$ cat src/rtl/alu_op_sequencer_pkg.sv
// Shared definitions for the ALU command sequencer: opcodes, ALU select
// fields, status bit positions, FSM state encoding and carry-in sources.
package alu_op_sequencer_pkg;

    // Command opcodes
    localparam logic [3:0] OP_XOR   = 4'd0;
    localparam logic [3:0] OP_AND   = 4'd1;
    localparam logic [3:0] OP_OR    = 4'd2;
    localparam logic [3:0] OP_NOR   = 4'd3;
    localparam logic [3:0] OP_ADD   = 4'd4;
    localparam logic [3:0] OP_SUB   = 4'd5;
    localparam logic [3:0] OP_SLL   = 4'd6;
    localparam logic [3:0] OP_SR    = 4'd7;
    localparam logic [3:0] OP_ADD64 = 4'd8;
    localparam logic [3:0] OP_SUB64 = 4'd9;

    // ALU function select (low three bits of select_in)
    localparam logic [2:0] SEL_XOR = 3'd0;
    localparam logic [2:0] SEL_AND = 3'd1;
    localparam logic [2:0] SEL_OR  = 3'd2;
    localparam logic [2:0] SEL_NOR = 3'd3;
    localparam logic [2:0] SEL_ADD = 3'd4;
    localparam logic [2:0] SEL_SLL = 3'd5;
    localparam logic [2:0] SEL_SR  = 3'd6;

    // Status vector bit positions {V,C,N,Z}
    localparam int unsigned ST_V = 3;
    localparam int unsigned ST_C = 2;
    localparam int unsigned ST_N = 1;
    localparam int unsigned ST_Z = 0;

    // Controller states
    typedef enum logic [1:0] {
        S_IDLE    = 2'd0,
        S_EXEC_LO = 2'd1,
        S_EXEC_HI = 2'd2,
        S_RESP    = 2'd3
    } state_e;

    // Where the ALU carry-in comes from for the current pass
    typedef enum logic [1:0] {
        CIN_ZERO  = 2'd0,
        CIN_ONE   = 2'd1,
        CIN_CARRY = 2'd2
    } cin_src_e;

    // Pack {invA, invB, op} into the ALU select_in field
    function automatic logic [4:0] mk_sel(input logic inv_a, input logic inv_b,
                                          input logic [2:0] fn);
        return {inv_a, inv_b, fn};
    endfunction

    // Opcode legality; wide opcodes exist only when enabled
    function automatic logic op_legal(input logic [3:0] op, input logic en_wide);
        logic ok;
        ok = 1'b0;
        if (op <= OP_SR) begin
            ok = 1'b1;
        end else if ((op == OP_ADD64) || (op == OP_SUB64)) begin
            ok = en_wide;
        end
        return ok;
    endfunction

endpackage

$ cat src/rtl/alu_op_sequencer_decode.sv
// Combinational opcode decoder: maps a command opcode and pass (lo/hi)
// to the ALU select field, the carry-in source and the legal/wide flags.
module alu_op_decode
    import alu_op_sequencer_pkg::*;
#(
    parameter int unsigned EN_WIDE = 1
) (
    input  logic [3:0] op_i,
    input  logic       hi_pass_i,
    output logic [4:0] sel_o,
    output logic [1:0] cin_src_o,
    output logic       legal_o,
    output logic       wide_o
);

    localparam logic WIDE_OK = (EN_WIDE != 0);

    // Decode opcode into ALU controls for the selected pass
    always_comb begin
        sel_o     = '0;
        cin_src_o = CIN_ZERO;
        legal_o   = op_legal(op_i, WIDE_OK);
        wide_o    = 1'b0;
        case (op_i)
            OP_XOR: sel_o = mk_sel(1'b0, 1'b0, SEL_XOR);
            OP_AND: sel_o = mk_sel(1'b0, 1'b0, SEL_AND);
            OP_OR:  sel_o = mk_sel(1'b0, 1'b0, SEL_OR);
            OP_NOR: sel_o = mk_sel(1'b0, 1'b0, SEL_NOR);
            OP_ADD: sel_o = mk_sel(1'b0, 1'b0, SEL_ADD);
            OP_SUB: begin
                sel_o     = mk_sel(1'b0, 1'b1, SEL_ADD);
                cin_src_o = CIN_ONE;
            end
            OP_SLL: sel_o = mk_sel(1'b0, 1'b0, SEL_SLL);
            OP_SR:  sel_o = mk_sel(1'b0, 1'b0, SEL_SR);
            OP_ADD64: begin
                if (WIDE_OK) begin
                    wide_o    = 1'b1;
                    sel_o     = mk_sel(1'b0, 1'b0, SEL_ADD);
                    cin_src_o = hi_pass_i ? CIN_CARRY : CIN_ZERO;
                end
            end
            OP_SUB64: begin
                if (WIDE_OK) begin
                    wide_o    = 1'b1;
                    sel_o     = mk_sel(1'b0, 1'b1, SEL_ADD);
                    cin_src_o = hi_pass_i ? CIN_CARRY : CIN_ONE;
                end
            end
            default: begin
                sel_o     = '0;
                cin_src_o = CIN_ZERO;
            end
        endcase
    end

endmodule

$ cat src/rtl/alu_op_sequencer.sv
// Command-level controller in front of a combinational 32-bit ALU.
// Captures one command, runs one or two ALU passes (64-bit add/sub chain
// the carry of the low pass), registers result and status and returns
// them over a valid/ready response channel.
module alu_op_sequencer
    import alu_op_sequencer_pkg::*;
#(
    parameter int unsigned DATA_W  = 32,
    parameter int unsigned EN_WIDE = 1
) (
    input  logic                  clk,
    input  logic                  rst,
    input  logic                  cmd_valid,
    output logic                  cmd_ready,
    input  logic [3:0]            cmd_op,
    input  logic [2*DATA_W-1:0]   cmd_a,
    input  logic [2*DATA_W-1:0]   cmd_b,
    output logic [DATA_W-1:0]     alu_a,
    output logic [DATA_W-1:0]     alu_b,
    output logic [4:0]            alu_sel,
    output logic                  alu_cin,
    input  logic [DATA_W-1:0]     alu_f,
    input  logic [3:0]            alu_status,
    output logic                  rsp_valid,
    input  logic                  rsp_ready,
    output logic [2*DATA_W-1:0]   rsp_f,
    output logic [3:0]            rsp_status,
    output logic                  rsp_err
);

    localparam logic WIDE_OK = (EN_WIDE != 0);

    state_e                state_q, state_d;
    logic [3:0]            op_q, op_d;
    logic [2*DATA_W-1:0]   a_q, a_d;
    logic [2*DATA_W-1:0]   b_q, b_d;
    logic [DATA_W-1:0]     f_lo_q, f_lo_d;
    logic [DATA_W-1:0]     f_hi_q, f_hi_d;
    logic [3:0]            status_q, status_d;
    logic                  err_q, err_d;
    logic                  c_lo_q, c_lo_d;

    logic                  cmd_legal;
    logic                  accept;
    logic [4:0]            dec_sel;
    logic [1:0]            dec_cin;
    logic                  dec_legal;
    logic                  dec_wide;

    // The decoder only ever sees the captured opcode, so the ALU drive has
    // no combinational path from the command port.
    alu_op_decode #(
        .EN_WIDE (EN_WIDE)
    ) u_decode (
        .op_i      (op_q),
        .hi_pass_i (state_q == S_EXEC_HI),
        .sel_o     (dec_sel),
        .cin_src_o (dec_cin),
        .legal_o   (dec_legal),
        .wide_o    (dec_wide)
    );

    assign cmd_legal = op_legal(cmd_op, WIDE_OK);
    assign accept    = (state_q == S_IDLE) && cmd_valid;

    // State register
    always_ff @(posedge clk) begin
        if (rst) begin
            state_q <= S_IDLE;
        end else begin
            state_q <= state_d;
        end
    end

    // Next-state logic
    always_comb begin
        state_d = state_q;
        case (state_q)
            S_IDLE: begin
                if (cmd_valid) begin
                    state_d = cmd_legal ? S_EXEC_LO : S_RESP;
                end
            end
            S_EXEC_LO: state_d = (dec_legal && dec_wide) ? S_EXEC_HI : S_RESP;
            S_EXEC_HI: state_d = S_RESP;
            S_RESP: begin
                if (rsp_ready) begin
                    state_d = S_IDLE;
                end
            end
            default: state_d = S_IDLE;
        endcase
    end

    // Handshake and ALU drive outputs, decoded from registered state only
    always_comb begin
        cmd_ready = (state_q == S_IDLE);
        rsp_valid = (state_q == S_RESP);
        alu_a     = '0;
        alu_b     = '0;
        alu_sel   = '0;
        alu_cin   = 1'b0;
        if (((state_q == S_EXEC_LO) || (state_q == S_EXEC_HI)) && dec_legal) begin
            if (state_q == S_EXEC_HI) begin
                alu_a = a_q[2*DATA_W-1:DATA_W];
                alu_b = b_q[2*DATA_W-1:DATA_W];
            end else begin
                alu_a = a_q[DATA_W-1:0];
                alu_b = b_q[DATA_W-1:0];
            end
            alu_sel = dec_sel;
            case (dec_cin)
                CIN_ONE:   alu_cin = 1'b1;
                CIN_CARRY: alu_cin = c_lo_q;
                default:   alu_cin = 1'b0;
            endcase
        end
    end

    // Datapath next-state: capture command, collect pass results
    always_comb begin
        op_d     = op_q;
        a_d      = a_q;
        b_d      = b_q;
        f_lo_d   = f_lo_q;
        f_hi_d   = f_hi_q;
        status_d = status_q;
        err_d    = err_q;
        c_lo_d   = c_lo_q;
        case (state_q)
            S_IDLE: begin
                if (accept) begin
                    op_d     = cmd_op;
                    a_d      = cmd_a;
                    b_d      = cmd_b;
                    f_lo_d   = '0;
                    f_hi_d   = '0;
                    status_d = '0;
                    err_d    = ~cmd_legal;
                    c_lo_d   = 1'b0;
                end
            end
            S_EXEC_LO: begin
                f_lo_d   = alu_f;
                status_d = alu_status;
                c_lo_d   = alu_status[ST_C];
            end
            S_EXEC_HI: begin
                // V,C,N come from the high pass; Z must hold across both halves.
                f_hi_d         = alu_f;
                status_d       = alu_status;
                status_d[ST_Z] = status_q[ST_Z] & alu_status[ST_Z];
            end
            default: begin
                op_d = op_q;
            end
        endcase
    end

    // Datapath registers
    always_ff @(posedge clk) begin
        if (rst) begin
            op_q     <= '0;
            a_q      <= '0;
            b_q      <= '0;
            f_lo_q   <= '0;
            f_hi_q   <= '0;
            status_q <= '0;
            err_q    <= 1'b0;
            c_lo_q   <= 1'b0;
        end else begin
            op_q     <= op_d;
            a_q      <= a_d;
            b_q      <= b_d;
            f_lo_q   <= f_lo_d;
            f_hi_q   <= f_hi_d;
            status_q <= status_d;
            err_q    <= err_d;
            c_lo_q   <= c_lo_d;
        end
    end

    assign rsp_f      = {f_hi_q, f_lo_q};
    assign rsp_status = status_q;
    assign rsp_err    = err_q;

endmodule
$ cat config.mk
export PLATFORM = sky130hd
export DESIGN_NAME = alu_op_sequencer
export DESIGN_NICKNAME = d
export VERILOG_FILES = /design/src/rtl/alu_op_sequencer_pkg.sv /design/src/rtl/alu_op_sequencer_decode.sv /design/src/rtl/alu_op_sequencer.sv
export SDC_FILE = /design/constraint.sdc
export NUM_CORES = 1
export LEC_CHECK = 0
export CORE_MARGIN = 10
export CORE_UTILIZATION = 45
export DETAILED_ROUTE_END_ITERATION = 10
export GPL_ROUTABILITY_DRIVEN = 1
export PLACE_DENSITY = 0.89
export SLEW_MARGIN = 15
export SYNTH_ARGS = -nofsm -noshare
export SYNTH_HDL_FRONTEND = slang
export SYNTH_HIERARCHICAL = 1
export SYNTH_SLANG_ARGS = --single-unit
$ cat constraint.sdc
create_clock -name clk -period 2.5 [get_ports clk]
set_input_delay 0.375 -clock clk [delete_from_list [all_inputs] [get_ports clk]]
set_output_delay 0.375 -clock clk [all_outputs]
set_load 0.05 [all_outputs]
==> metrics.txt <==
status=finished with violations; failing checks=setup timing; num ports=around 310; cell taking the most area after synthesis=dfxtp_1; H-tree levels=1; part of the power in registers=about 28%; CP Max Fanout=3; vias in the first global route=between 9000 and 10000; LEAKAGE=between 4 and 5 nW; Clock power frac=around 22%; #FFs+latches synth=204; clock skew=around 10 ps; Slew Limit Fails=0; post-DR vias/cell=between 5 and 6; Worst slew margin=between 50% and 60%; Pre-antenna DRT Iters=5; DR WL/cell=between 20 and 25 µm; CTS root buffer=clkbuf_16; Worst-Margin Slew=between 600 and 700 ps; Total GRT Usage=around a quarter; CP Launch Type=flip-flop; Inserted Clock Buffers=22; worst-skew pair later-pin latency=500 ps; clock period minus final worst setup slack=roughly 2600 ps; crit path launch=state_q[0]; first-pass GRT wire length=~49000 µm; Synthesized Nets=about 1300; Netlist Area Pre-Place=8470 µm²; Port Buffers=just over 300; # diodes=0; Syn. warnings=6; core area=18600 µm²; RR Startpoint=state_q[1]; highest clock rate=between 300 and 400 MHz; Clock Sinks=around 200; DR iter-0 viols=496; Max IR drop VDD=between 0.9 and 1 mV; CTS tree=yes; final setup fails=1; post-DP HPWL=21300 µm; overall routed net length=approximately 33000 µm; most common cell after layout, fill and taps aside=nand2_1; gpl congestion=0.840; Hold Startpoint=rst; final worst slack=-117 ps; P per Cell Area=1060 nW/µm²; Routed Antenna Nets=0; DRC Markers=0; fin nets=~1500; Tot Pwr=roughly 0.014 W; most frequent cells in the layout=nand2_1 (331), clkdlybuf4s50_1 (239), a21oi_1 (206); Power Internal=roughly 0.0084 W; final core utilization=72.9%; combinational share of power=49.5%; synth unique cells=35; main area contributors after synthesis=dfxtp_1 (48%), nand2_1 (15%), a21oi_1 (12%), mux2i_1 (7.7%), nand3_1 (3.9%); clock transition at the registers of the reported paths=about 60 ps; Post-Syn Instances=1085; layout cell share with drive strength beyond 1=approximately 14%; die width=157 µm; Vias=just under 9000; Die Y=approximately 160 µm; DP Cell Count=1563; CP endpoint kind=output pin; non-filler instance count after layout=1609; largest net degree at the start of global routing=73; top cell type's share of synthesized area=between 40% and 50%; period utilisation layout=105%; clock tree buffer depth=3; initial core utilization=45.6%; Final Hold Fails=0; critical path class=reg -> out; Congestion Overflow GR=0; Net Sw Power=0.00597 W; unrepaired setup endpoints after global routing=true; P&R area growth vs syn=59.9%; register area share after synthesis=48.2%; Sw Ratio=roughly two fifths; Worst EP arrival=between 2000 and 2500 ps; maxcap violations=0; worst hold path class=in -> reg; CP Data Required Time=~2100 ps; initial antenna violation count=0; Mapped Avg Cell Area=between 7 and 8 µm²; die area=24700 µm²; Row Count=50
-- synthesized netlist by cell type --
cell,n
buf_2,35
nor3b_1,2
buf_4,10
or2b_2,1
clkbuf_1,37
nand2_1,333
ha_1,9
and2_1,3
or3b_1,1
nor2b_4,1
mux2i_1,65
dfxtp_1,204
nand2b_1,5
and3_1,6
a311oi_1,1
nor2_1,64
o211ai_1,2
o21ai_0,5
inv_1,4
mux2i_2,1
or4b_1,3
nor2b_1,1
mux2_2,2
o21ai_1,1
nand3_1,66
a211oi_1,2
buf_1,5
o31ai_1,1
nand3b_1,1
or3_1,1
or2b_1,1
a21oi_1,208
nor3_1,1
conb_1,1
buf_6,2
-- cells by family after synthesis --
| kind of cell | synth area share, % |
|---|---|
| other | 0.0443 |
| DFF | 48.2 |
| buffers and inverters | 5.26 |
| muxes | 8.11 |
| adders and majority gates | 1.33 |
| and+or+nand+nor | 23.8 |
| AOI/OAI and AO/OA | 13.2 |
-- through the flow --
stage / area (µm²) / hold slack [ps] / setup TNS [ps] / worst slack (ps)
detailed placement: 12500 / 442 / 0 / 117
global route: 13500 / 357 / -224 / -213
global placement: 12500 / 437 / 0 / 206
finish: 13500 / 330 / -117 / -117
CTS: 13300 / 315 / -132 / -132
floorplan: 8480 / 432 / 0 / 28.3
-- power by group through the flow --
stage | combinational (W) | clock (W) | sequential, W
2_1_floorplan | 0.00342 | 0 | 0.00447
3_3_place_gp | 0.00619 | 0 | 0.00406
3_5_place_dp | 0.00627 | 0 | 0.00410
4_1_cts | 0.00650 | 0.00324 | 0.00405
5_1_grt | 0.00749 | 0.00338 | 0.00411
6_report | 0.00710 | 0.00319 | 0.00405
-- area by class of cell --
type                       count  area, µm²
inverter                       4       17.5
clock buffer                  31        646
fill                        1193       5040
timing repair buffer         342       4270
sequential                   204       4090
clock inverter                 6       58.8
tap                          234        293
multi-input combinational    788       4170
-- path summary, 6_finish.rpt --
kind	to	slack, ps	cells past startpoint
worst min-delay path	a_q[30]	330	2
worst max register to register	b_q[53]	420	6
worst max-delay path	alu_cin	-120	8
worst min register to register	f_hi_q[24]	450	2
-- critical path, cell delays in order (launching register included) --
cell and delay, ps:
dfxtp_2 350, inv_4 40, ha_4 150, or3b_1 380
a21oi_2 160, inv_2 60, ha_4 220, nor3_4 200
buf_12 170
-- routing by layer --
layer  track usage (%)  vias up  routed length [µm]
met5                 0        -                   0
li1                  -     4141                   -
met1              25.7     4255               11400
met4              8.41        0                1100
met3              10.2       81                3990
met2              43.1      397               16000
-- flip-flops by register name (all words and copies together) (netlist names) --
register	count
a_q	64
b_q	64
c_lo_q	1
f_hi_q	32
f_lo_q	32
op_q	4
rsp_err	1
rsp_status	4
state_q	2
-- what timing repair did --
action	CTS	global route
setup buffers	4	0
hold buffers	0	0
setup endpoints to repair	53	60
resized for setup	12	55
pin swaps	5	0
gates cloned	2	3
Note: power is estimated with default switching activity, not from simulation.
